### src/rtl/select_encode_regfile.sv
// Register-select encoder and 16 x 32 general-purpose register file for the bus datapath.
// Optional macro REG_PRELOAD_EN: reset loads reg[PRELOAD_IDX] with PRELOAD_VAL.
module select_encode_regfile #(
    parameter int unsigned       DATA_W      = 32,
    parameter int unsigned       NUM_REGS    = 16,
    parameter int unsigned       PRELOAD_IDX = 3,
    parameter logic [DATA_W-1:0] PRELOAD_VAL = 32'hB6
) (
    input  logic                         clock,
    input  logic                         clear,
    input  logic [31:0]                  ir,
    input  logic                         gra,
    input  logic                         grb,
    input  logic                         grc,
    input  logic                         r_in,
    input  logic                         r_out,
    input  logic                         ba_out,
    input  logic [DATA_W-1:0]            bus_mux_out,
    output logic [NUM_REGS-1:0]          r_out_onehot,
    output logic [NUM_REGS*DATA_W-1:0]   bus_mux_in_r,
    output logic                         wr_strobe,
    output logic [3:0]                   wr_idx,
    output logic [15:0]                  wr_count
);

    localparam int unsigned SEL_W = 4;

    logic [SEL_W-1:0]    ra, rb, rc;
    logic [SEL_W-1:0]    sel;
    logic                sel_valid;
    logic [NUM_REGS-1:0] sel_onehot;
    logic                write_en;
    logic [DATA_W-1:0]   regs [NUM_REGS];

    // Only the three register fields of the IR are consumed here.
    logic unused_ir;
    assign unused_ir = ^{ir[31:27], ir[14:0]};

    assign ra = ir[26:23];
    assign rb = ir[22:19];
    assign rc = ir[18:15];

    // Field select with priority gra > grb > grc.
    always_comb begin
        sel       = '0;
        sel_valid = 1'b0;
        if (gra) begin
            sel       = ra;
            sel_valid = 1'b1;
        end else if (grb) begin
            sel       = rb;
            sel_valid = 1'b1;
        end else if (grc) begin
            sel       = rc;
            sel_valid = 1'b1;
        end
    end

    assign sel_onehot   = sel_valid ? (NUM_REGS'(1) << sel) : '0;
    assign r_out_onehot = (r_out | ba_out) ? sel_onehot : '0;
    assign write_en     = r_in & sel_valid;

    // Register array; reset wins over a simultaneous write.
    always_ff @(posedge clock) begin
        if (!clear) begin
            for (int unsigned i = 0; i < NUM_REGS; i++) begin
`ifdef REG_PRELOAD_EN
                regs[i] <= (i == PRELOAD_IDX) ? PRELOAD_VAL : '0;
`else
                regs[i] <= '0;
`endif
            end
        end else if (write_en) begin
            regs[sel] <= bus_mux_out;
        end
    end

    // Write status: one-cycle strobe, last index, wrapping write count.
    always_ff @(posedge clock) begin
        if (!clear) begin
            wr_strobe <= 1'b0;
            wr_idx    <= '0;
            wr_count  <= '0;
        end else if (write_en) begin
            wr_strobe <= 1'b1;
            wr_idx    <= sel;
            wr_count  <= wr_count + 16'd1;
        end else begin
            wr_strobe <= 1'b0;
        end
    end

    // R0 reads as zero when used as a base address.
    assign bus_mux_in_r[DATA_W-1:0] = (ba_out && sel_valid && (sel == '0)) ? '0 : regs[0];

    for (genvar k = 1; k < NUM_REGS; k++) begin : g_slice
        assign bus_mux_in_r[DATA_W*k +: DATA_W] = regs[k];
    end

endmodule
### config.mk
export PLATFORM = sky130hd
export DESIGN_NAME = select_encode_regfile
export DESIGN_NICKNAME = d
export VERILOG_FILES = /design/src/rtl/select_encode_regfile.sv
export SDC_FILE = /design/constraint.sdc
export NUM_CORES = 1
export LEC_CHECK = 0
export ABC_CLOCK_PERIOD_IN_PS = 5300
export BUFFER_PORTS_ARGS = -buffer_cell sky130_fd_sc_hd__buf_4
export CORE_AREA = 10 10 231 233
export CTS_CLUSTER_SIZE = 12
export DETAILED_ROUTE_END_ITERATION = 6
export DIE_AREA = 0 0 241 243
export GPL_TIMING_DRIVEN = 0
export PLACE_DENSITY_LB_ADDON = 0.05
export SYNTH_ARGS = -nofsm -noshare
export SYNTH_HDL_FRONTEND = slang
export SYNTH_SLANG_ARGS = --single-unit
### constraint.sdc
create_clock -name clock -period 5.3 [get_ports clock]
set_input_delay 0.53 -clock clock [delete_from_list [all_inputs] [get_ports clock]]
set_output_delay 0.53 -clock clock [all_outputs]
set_load 0.01 [all_outputs]
# Word-level counts from Yosys, hierarchy flattened
# Memory sizes are Yosys's and may differ from the RTL's.
# Index checks and enable logic that the tools add are counted.
[totals]
reg_bits = 21
input_bits = 72
elab_cells = 28
mem_count = 1
ramBits = 512
out_inout_bits = 549
[mem_list]
columns = ["memory", "depth", "word_bits", "read_ports", "rd_clocked_by_memory_dff", "write_ports", "line_no", "source"]
rows = [
  ["regs", 16, 32, 16, 0, 16, "33", "logic [DATA_W-1:0] regs [NUM_REGS];"],
]
[op_classes]
n_addsub = 1
n_bitwise = 2
n_reduce_logical = 4
n_mux = 16
shifts = 1
[op_table]
columns = ["cell", "n"]
rows = [
  ["two-way mux 32 bit", 2],
  ["two-way mux 16 bit", 2],
  ["OR reduction 32 bit", 1],
  ["adder 16 x 1 -> 16 bit, second input constant", 1],
  ["two-way mux 4 bit", 4],
  ["left shift 1 x 4 -> 16 bit, first input constant", 1],
  ["two-way mux 1 bit", 8],
  ["logical NOT 4 bit", 1],
  ["logical AND 1 bit", 2],
  ["AND 1 bit", 1],
  ["OR 1 bit", 1],
]

# Logic depth before layout (Yosys ltp)
# Gate-level depths: netlist of run 1.
[depth]
depth_word = 9
ltp_mapped = 8
mapped_depth_nobuf = 5

# Least setup slack after synthesis of run 1
# No wires, ideal clock.
[synth_path]
path_type = "in2reg"
start = "in gra"
end = "mem regs[5][0], enable pin"
arrival_ps = 3915
required_ps = 4834
slack_ps = 920
cell_stages = 6
setup_ps = 466
path_cell_list = "buf_4 > and2b_1 > a31oi_4 > nand3_2 > clkbuf_1 > o21ai_0"
[synth_rtl]
columns = ["element", "line_no", "source"]
rows = [
  ["start: declaration", "12", "input logic gra,"],
  ["end: declaration", "33", ""],
]

# Worst setup path in the final report of run 1
[layout_path]
start = "in gra"
end = "out bus_mux_in_r[18]"
[layout_via]
elab_chain_len = 4
[layout_lines]
columns = ["element", "line_no", "source"]
rows = [
  ["two-way mux 4 bit or two-way mux 1 bit (tied branches)", "47", "if (gra) begin"],
  ["logical NOT 4 bit or logical AND 1 bit (tied branches)", "94", "assign bus_mux_in_r[DATA_W-1:0] = (ba_out && sel_valid && (sel == '0)) ? '0 : regs[0];"],
  ["logical AND 1 bit *", "94", ""],
  ["two-way mux 32 bit *", "94", ""],
  ["end: declaration", "20", "output logic [NUM_REGS*DATA_W-1:0] bus_mux_in_r,"],
]
# Every way passes the cells marked *; elsewhere a longest branch is shown, timed or not.

==> results of run 1 <==
registers in the layout, summed over array words and instances, names as in the netlist:
signal	cells
regs	512
wr_count	16
wr_strobe	1
wr_idx	4
worst register-to-register path, stage by stage (launching register included):
cell     delay [ps]
dfxtp_1         420
ha_1            210
and3_1          230
nand4_1         230
or3_1           410
a21oi_1         140
where the power goes:
group | switching, mW | leakage [nW] | total, mW | internal, mW
clock | 1.58 | 0.820 | 3.64 | 2.06
sequential | 0.0939 | 5.05 | 4.96 | 4.86
combinational | 0.734 | 4.69 | 1.15 | 0.419
metal layers:
metal | track usage [%] | vias up | wire (um)
met5 | 0 | - | 0
met4 | 6.68 | 0 | 1840
met3 | 8.27 | 83 | 7070
met2 | 42.8 | 567 | 38200
met1 | 30.4 | 7103 | 29100
li1 | - | 6349 | -
cells in the mapped netlist (all sizes together) (12+ instances only):
master / n
edfxtp: 512
nor3: 290
and2: 225
buf: 71
clkinv: 33
a21boi: 32
clkbuf: 28
nor2: 27
dfxtp: 21
nand2: 21
o21ai: 16
nand3: 14
a21oi: 12
cell type report:
class | instances | area [um2] | share of cell area, %
flip-flops and latches | 533 | 15800 | 55.8
repair buffers | 608 | 4730 | 16.7
multi-input cells | 700 | 4690 | 16.6
clock buffers | 70 | 1530 | 5.39
well taps | 622 | 778 | 2.75
plain buffers | 99 | 517 | 1.83
inverters | 37 | 139 | 0.491
clock inverters | 23 | 129 | 0.455
diodes | 1 | 2.50 | 0.00884
placed cells by master (no fill, tap or decap), drive strengths merged, types with 12 or more instances in the layout:
| cell type | synthesis | final |
|---|---|---|
| buf | 71 | 679 |
| clkbuf | 28 | 98 |
| clkinv | 33 | 55 |
| nor3 | 290 | 290 |
| nor2 | 27 | 27 |
| a21boi | 32 | 32 |
| and2 | 225 | 225 |
| nand2 | 21 | 21 |
| nand3 | 14 | 14 |
| o21ai | 16 | 16 |
| edfxtp | 512 | 512 |
| a21oi | 12 | 12 |
| dfxtp | 21 | 21 |
cell families (layout without fill, tap and decap cells):
group,Yosys count,count (layout)
compound gates,73,73
xor+xnor,9,9
fa+ha+maj,1,1
buf+inv,136,837
flops,533,533
other cells,0,1
simple gates,617,617
metrics by stage:
step | setup slack (ps) | power [mW] | cells
detailed placement | 1840 | 6.21 | 2599
global placement | -975 | 6.19 | 2590
finish | 2050 | 9.75 | 2693
global route | 1830 | 10.0 | 2692
floorplan | 920 | 5.45 | 1369
CTS | 2040 | 9.81 | 2692
how the worst max path moves through the flow:
stage / slack, ps / cells after the start / start / endpoint
after global routing: 1830 / 8 / gra / bus_mux_in_r[24]
after floorplan: 920 / 6 / gra / regs[5][0]
after CTS: 2040 / 8 / gra / bus_mux_in_r[26]
after global placement: -980 / 7 / gra / regs[4][23]
after detailed placement: 1840 / 6 / clear / regs[11][29]
final: 2050 / 8 / gra / bus_mux_in_r[18]
==> summary.md, run 1 <==
| Metric | Value |
|---|---|
| Synthesized area | `21000 um2` |
| Clock sink total | `533` |
| DR WL/cell | `28.3 um` |
| PwrDens | `roughly 340 nW/um2` |
| Initial Util | `43.2%` |
| TritonCTS Buffers | `56` |
| Critical-path cell list | `buf_4 -> buf_4 -> a21oi_1 -> a22oi_4 -> nor3_1 -> clkbuf_1 -> a21boi_0 -> buf_4` |
| # setup viols final | `0` |
| Post-Synthesis Cells | `1369` |
| Routability cong. | `0.867` |
| Reg-to-Reg Start | `wr_count[0]` |
| Relative slew slack | `18.5%` |
| CP most frequent cell | `buf_4` |
| Fin crit period | `3250 ps` |
| Reg2reg end | `wr_count[12]` |
| Design area | `28300 um2` |
| Worst-margin pin slew | `1220 ps` |
| Syn_area_per_cell | `15.4 um2` |
| Hold Vio Cnt, Final | `0` |
| Hold Path End | `regs[9][16]` |
| Outcome | `finished clean` |
| Area Overhead vs Synth | `34.6%` |
| Top FF cell, synth | `edfxtp_1` |
| Crit-path max cell delay | `610 ps` |
| Reg2Reg Setup Slack | `3590 ps` |
| Max_cap viols | `0` |
| Clk_skew | `3.63 ps` |
| Root buffer cell | `clkbuf_16` |
| Slew Viols, Final | `0` |
| Setup TNS | `0 ps` |
| Adder-Cell Fraction of Synth Area | `0.0595%` |
| Vias in the first global route | `approximately 14000` |
| Total grt overflow | `0` |
| Hold WC Path Type | `primary input to flop` |
| Gates resized, CTS repair | `0` |
| IO buf count | `599` |
| Worst Hold Depth | `2` |
| Post-synth top area share | `73.1%` |
| Top cell type by total area after synthesis | `edfxtp_1` |
| Fill count | `slightly below 4000` |
| Core Region | `48600 um2` |
| Fmax | `308 MHz` |
| Rows | `81` |
| Post-synthesis compound-gate area fraction | `2.69%` |
| Setup Fix Bufs, Post-CTS | `0` |
| Top cells by area, synth | `edfxtp_1, and2_1, nor3_1, nor3_2, dfxtp_1` |
| Sequential-to-total area share from yosys stat | `75.1%` |
| Leak | `10.6 nW` |
| #FFs+latches synth | `533` |
| Fin Hold WS | `a little under 300 ps` |
| Clk buf depth | `3` |
| Post-Synth XOR/XNOR Area | `0.375%` |
| Largest net degree at the start of global routing | `33` |
| Top delay family on crit path | `buffers and inverters` |
| First-pass GRT wire length | `roughly 110 mm` |
| Routed Antenna Nets | `0` |
| Syn Nets | `1442` |
| Tot GR Track Use | `25.3%` |
| Max FO, Critical Path | `10` |
| CP max-delay cell | `nor3_1` |
| Critical path data required time | `4770 ps` |
| Yosys warns | `0` |
| Crit path DAT | `between 2000 and 3000 ps` |
| CP Launch Type | `primary input` |
| Utilization after layout | `roughly three fifths` |
| Hold path startpoint | `bus_mux_out[16]` |
| Remaining DRCs | `0` |
| Initial antenna violation count | `1` |
| Number of synthesized flops with an enable pin | `a little over 500` |
| Post-DP HPWL | `57.4 mm` |
| Worst Path Class, Setup | `primary input to output pin` |
| Die area | `58600 um2` |
| Simple-gate share of the synthesized area | `18.6%` |
| Initial DRC Count | `1067` |
| Final wirelength | `76.2 mm` |
| Via density | `roughly 5.2` |
| Mux cell area share after synthesis | `0%` |
| Largest family of logic cells by synthesized area | `simple AND/OR/NAND/NOR gates` |
| RSZ-0062 raised after global routing | `false` |
| Fin nets | `2108` |
| Clock Latency Late Sink | `a little under 600 ps` |
| Die X | `241 um` |
| Buf/Inv on CP | `4` |
| Crit share post-route | `61.3%` |
| VDD IR-drop max | `~260 uV` |
| Initial DRT Pass Iterations | `5` |
| Top Ports | `621` |
| Cts hold-fix bufs | `0` |
| H-tree depth | `2` |
| Clock Pin Slew Worst Setup and Hold Paths | `roughly 60 ps` |
| Via count | `14100` |
| Worst reg2reg path depth | `5` |
| Share of layout cells above drive strength 1 | `roughly two fifths` |
| Post-synthesis async set-or-reset flop share | `0%` |
| Critical Path End Type | `output pin` |
| Die height | `243 um` |
| CTS tree | `done` |
| Placed Area | `26600 um2` |
| Library cells used by synthesis | `49` |
Power figures use the tool's default switching activity.
==> run 2: changes to the inputs <==
Settings changed: ABC_CLOCK_PERIOD_IN_PS 5300 to 2900, CORE_AREA 10 10 231 233 to 10 10 264 190, DIE_AREA 0 0 241 243 to 0 0 274 200.
Clock period 5.3 ns to 2.9 ns, I/O delays scaled along.
==> summary.md, run 2 (synthesis gave the netlist of run 1 again) <==
| Metric | Value |
|---|---|
| Outcome | `finished clean` |
| Vias in the first global route | `14000 (-0.82%)` |
| Max_cap viols | `0 (unchanged)` |
| Cts hold-fix bufs | `0 (unchanged)` |
| Commonest non-fill, non-tap cells in the layout | `buf_4, edfxtp_1, and2_1` |
| VDD IR-drop max | `474 uV (+83%)` |
| H-tree depth | `2 (unchanged)` |
| IO buf count | `599 (unchanged)` |
| Psw | `4.31 mW (+79%)` |
| Routability cong. | `0.858 (-1.1%)` |
| # setup viols final | `0 (unchanged)` |
| Critical-path cell list | `buf_4 -> buf_2 -> and3b_1 -> o21ai_4 -> and3_1 -> clkbuf_1 -> a21boi_0 -> buf_4` |
| Fmax | `approximately 370 MHz` |
| Fin crit period | `2730 ps` |
| Combinational power share | `12.2% (+0.4 points)` |
| Final Power | `17.4 mW (+78%)` |
| Top Registers | `regs (512), wr_count (16), wr_idx (4)` |
| Crit path DAT | `2440 ps (-280 ps)` |
| First-pass GRT wire length | `106 mm (about the same)` |
| Initial Util | `46.9% (+3.7 points)` |
| Die area | `54800 um2 (-6.4%)` |
| PwrDens | `617 nW/um2 (+79%)` |
| Clock Latency Late Sink | `570 ps (about the same)` |
| TritonCTS Buffers | `52 (-7.1%)` |
| Core Region | `44800 um2 (-7.9%)` |
| Via density | `5.40 (+3.1%)` |
| Leak | `10.5 nW (-0.75%)` |
| Initial DRC Count | `1357 (+27%)` |
| Rows | `65 (-20%)` |
| Crit share post-route | `a little over nine tenths` |
| CP max-delay cell | `and3_1` |
| Sequential power share | `52.2% (+1.3 points)` |
| Hold Vio Cnt, Final | `0 (unchanged)` |
| Relative slew slack | `18.7% (+0.15 points)` |
| DR WL/cell | `29.1 um (+2.8%)` |
| Clock Pin Slew Worst Setup and Hold Paths | `60 ps (about the same)` |
| CTS tree | `done` |
| Biggest register | `regs` |
| Die X | `274 um (+14%)` |
| Largest net degree at the start of global routing | `33 (unchanged)` |
| Post-DP HPWL | `58.2 mm (+1.3%)` |
| Non-filler cells, final | `2664 (-1.1%)` |
| Top sig layer | `met4` |
| Total grt overflow | `0 (unchanged)` |
| Area Overhead vs Synth | `34.0%` |
| Routed Antenna Nets | `0 (unchanged)` |
| Clock power share | `35.5% (-1.8 points)` |
| Clk_skew | `3.29 ps (-0.340 ps)` |
| Slew Viols, Final | `0 (unchanged)` |
| CP most frequent cell | `buf_4` |
| Placed cells | `2582 (-0.65%)` |
| Switch share | `24.8% (+0.11 points)` |
| Routed length on met3 | `7.64 mm (+8.0%)` |
| Max FO, Critical Path | `10 (unchanged)` |
| Fill count | `3440 (-13%)` |
| Critical path data required time | `2610 ps (-2160 ps)` |
| Initial antenna violation count | `0 (-1)` |
| Fin nets | `2106 (-0.095%)` |
| Worst-margin pin slew | `1220 ps (-2.30 ps)` |
| Buf/Inv on CP | `4 (unchanged)` |
| Final wirelength | `77.5 mm (+1.7%)` |
| WL met2 | `37.1 mm (-3.1%)` |
| Remaining DRCs | `0 (unchanged)` |
| Max reg flops | `512 (unchanged)` |
| Worst Path Class, Setup | `primary input to output pin` |
| Clock sink total | `533 (unchanged)` |
| Die height | `200 um (-18%)` |
| Share of layout cells above drive strength 1 | `41.3% (-0.36 points)` |
| Crit-path max cell delay | `440 ps (-170 ps)` |
| Setup Fix Bufs, Post-CTS | `0 (unchanged)` |
| Internal Power | `13.1 mW (+78%)` |
| Met1 WL | `30.6 mm (+5.3%)` |
| Critical Path End Type | `output pin` |
| Via count | `14400 (+1.9%)` |
| RSZ-0062 raised after global routing | `false` |
| Hold WC Path Type | `primary input to flop` |
| Top Ports | `621 (unchanged)` |
| Initial DRT Pass Iterations | `5 (unchanged)` |
| Top delay family on crit path | `buffers and inverters` |
| CP Launch Type | `primary input` |
| Fin Hold WS | `56.5 ps (-239 ps)` |
| Clk buf depth | `3 (unchanged)` |
| Root buffer cell | `clkbuf_16` |
| Commonest non-fill, non-tap cell in the layout | `buf_4` |
| Tot GR Track Use | `27.1% (+1.8 points)` |
-- run 2: changes by cell type in the layout (fill, tap and decap cells not counted), sizes merged --
cell	previous run	this run
buf	679	681
bufinv	1	0
clkbuf	98	101
clkinv	55	40
diode	1	2
-- run 2: layout make-up --
class / instances / area [um2] / share of cell area (%)
timing repair buffer: 610 / 4780 / 17.0
sequential: 533 / 15800 / 56.1
multi-input combinational: 700 / 4690 / 16.7
clock buffer: 73 / 1430 / 5.09
tap: 603 / 754 / 2.68
clock inverter: 7 / 41.3 / 0.147
antenna: 2 / 5.00 / 0.0178
inverter: 37 / 139 / 0.493
buffer: 99 / 517 / 1.83
-- run 2: final timing paths --
kind                                startpoint          endpoint  slack (ps)  cells past startpoint
worst max-delay path                       grb  bus_mux_in_r[26]         170                      8
worst min-delay path            bus_mux_out[0]       regs[11][0]          60                      2
worst max register to register     wr_count[1]      wr_count[12]        1170                      5
worst min register to register       wr_idx[2]         wr_idx[2]         470                      2
-- run 2: repair_timing --
action | in CTS | in global routing
endpoints found under the hold margin | 0 | 0
gates resized for setup | 0 | 1
setup endpoints to repair | 0 | 15
-- run 2: routing by layer --
metal / global-route usage [%] / vias up
li1: - / 6334
met1: 35.0 / 7208
met2: 43.9 / 718
met3: 8.30 / 116
met4: 7.88 / 0
met5: 0 / -
-- run 2: per-stage QoR --
step	area, um2	setup WS, ps	util, %	TNS (ps)
after floorplan	21000	-379	-	-24260
final	28200	173	62.8	0
after global placement	26300	-1960	58.7	-423630
after global routing	28200	63.0	62.8	0
after detailed placement	26700	-213	59.5	-33160
after CTS	28200	112	62.8	0
-- run 2: power groups by stage --
stage	Combinational [mW]	Clock, mW	Sequential, mW
after floorplan	0.548	0	9.41
after global placement	2.07	0	9.23
after detailed placement	2.15	0	9.23
after CTS	2.15	6.24	9.07
after global routing	2.23	6.52	9.10
final	2.13	6.17	9.07
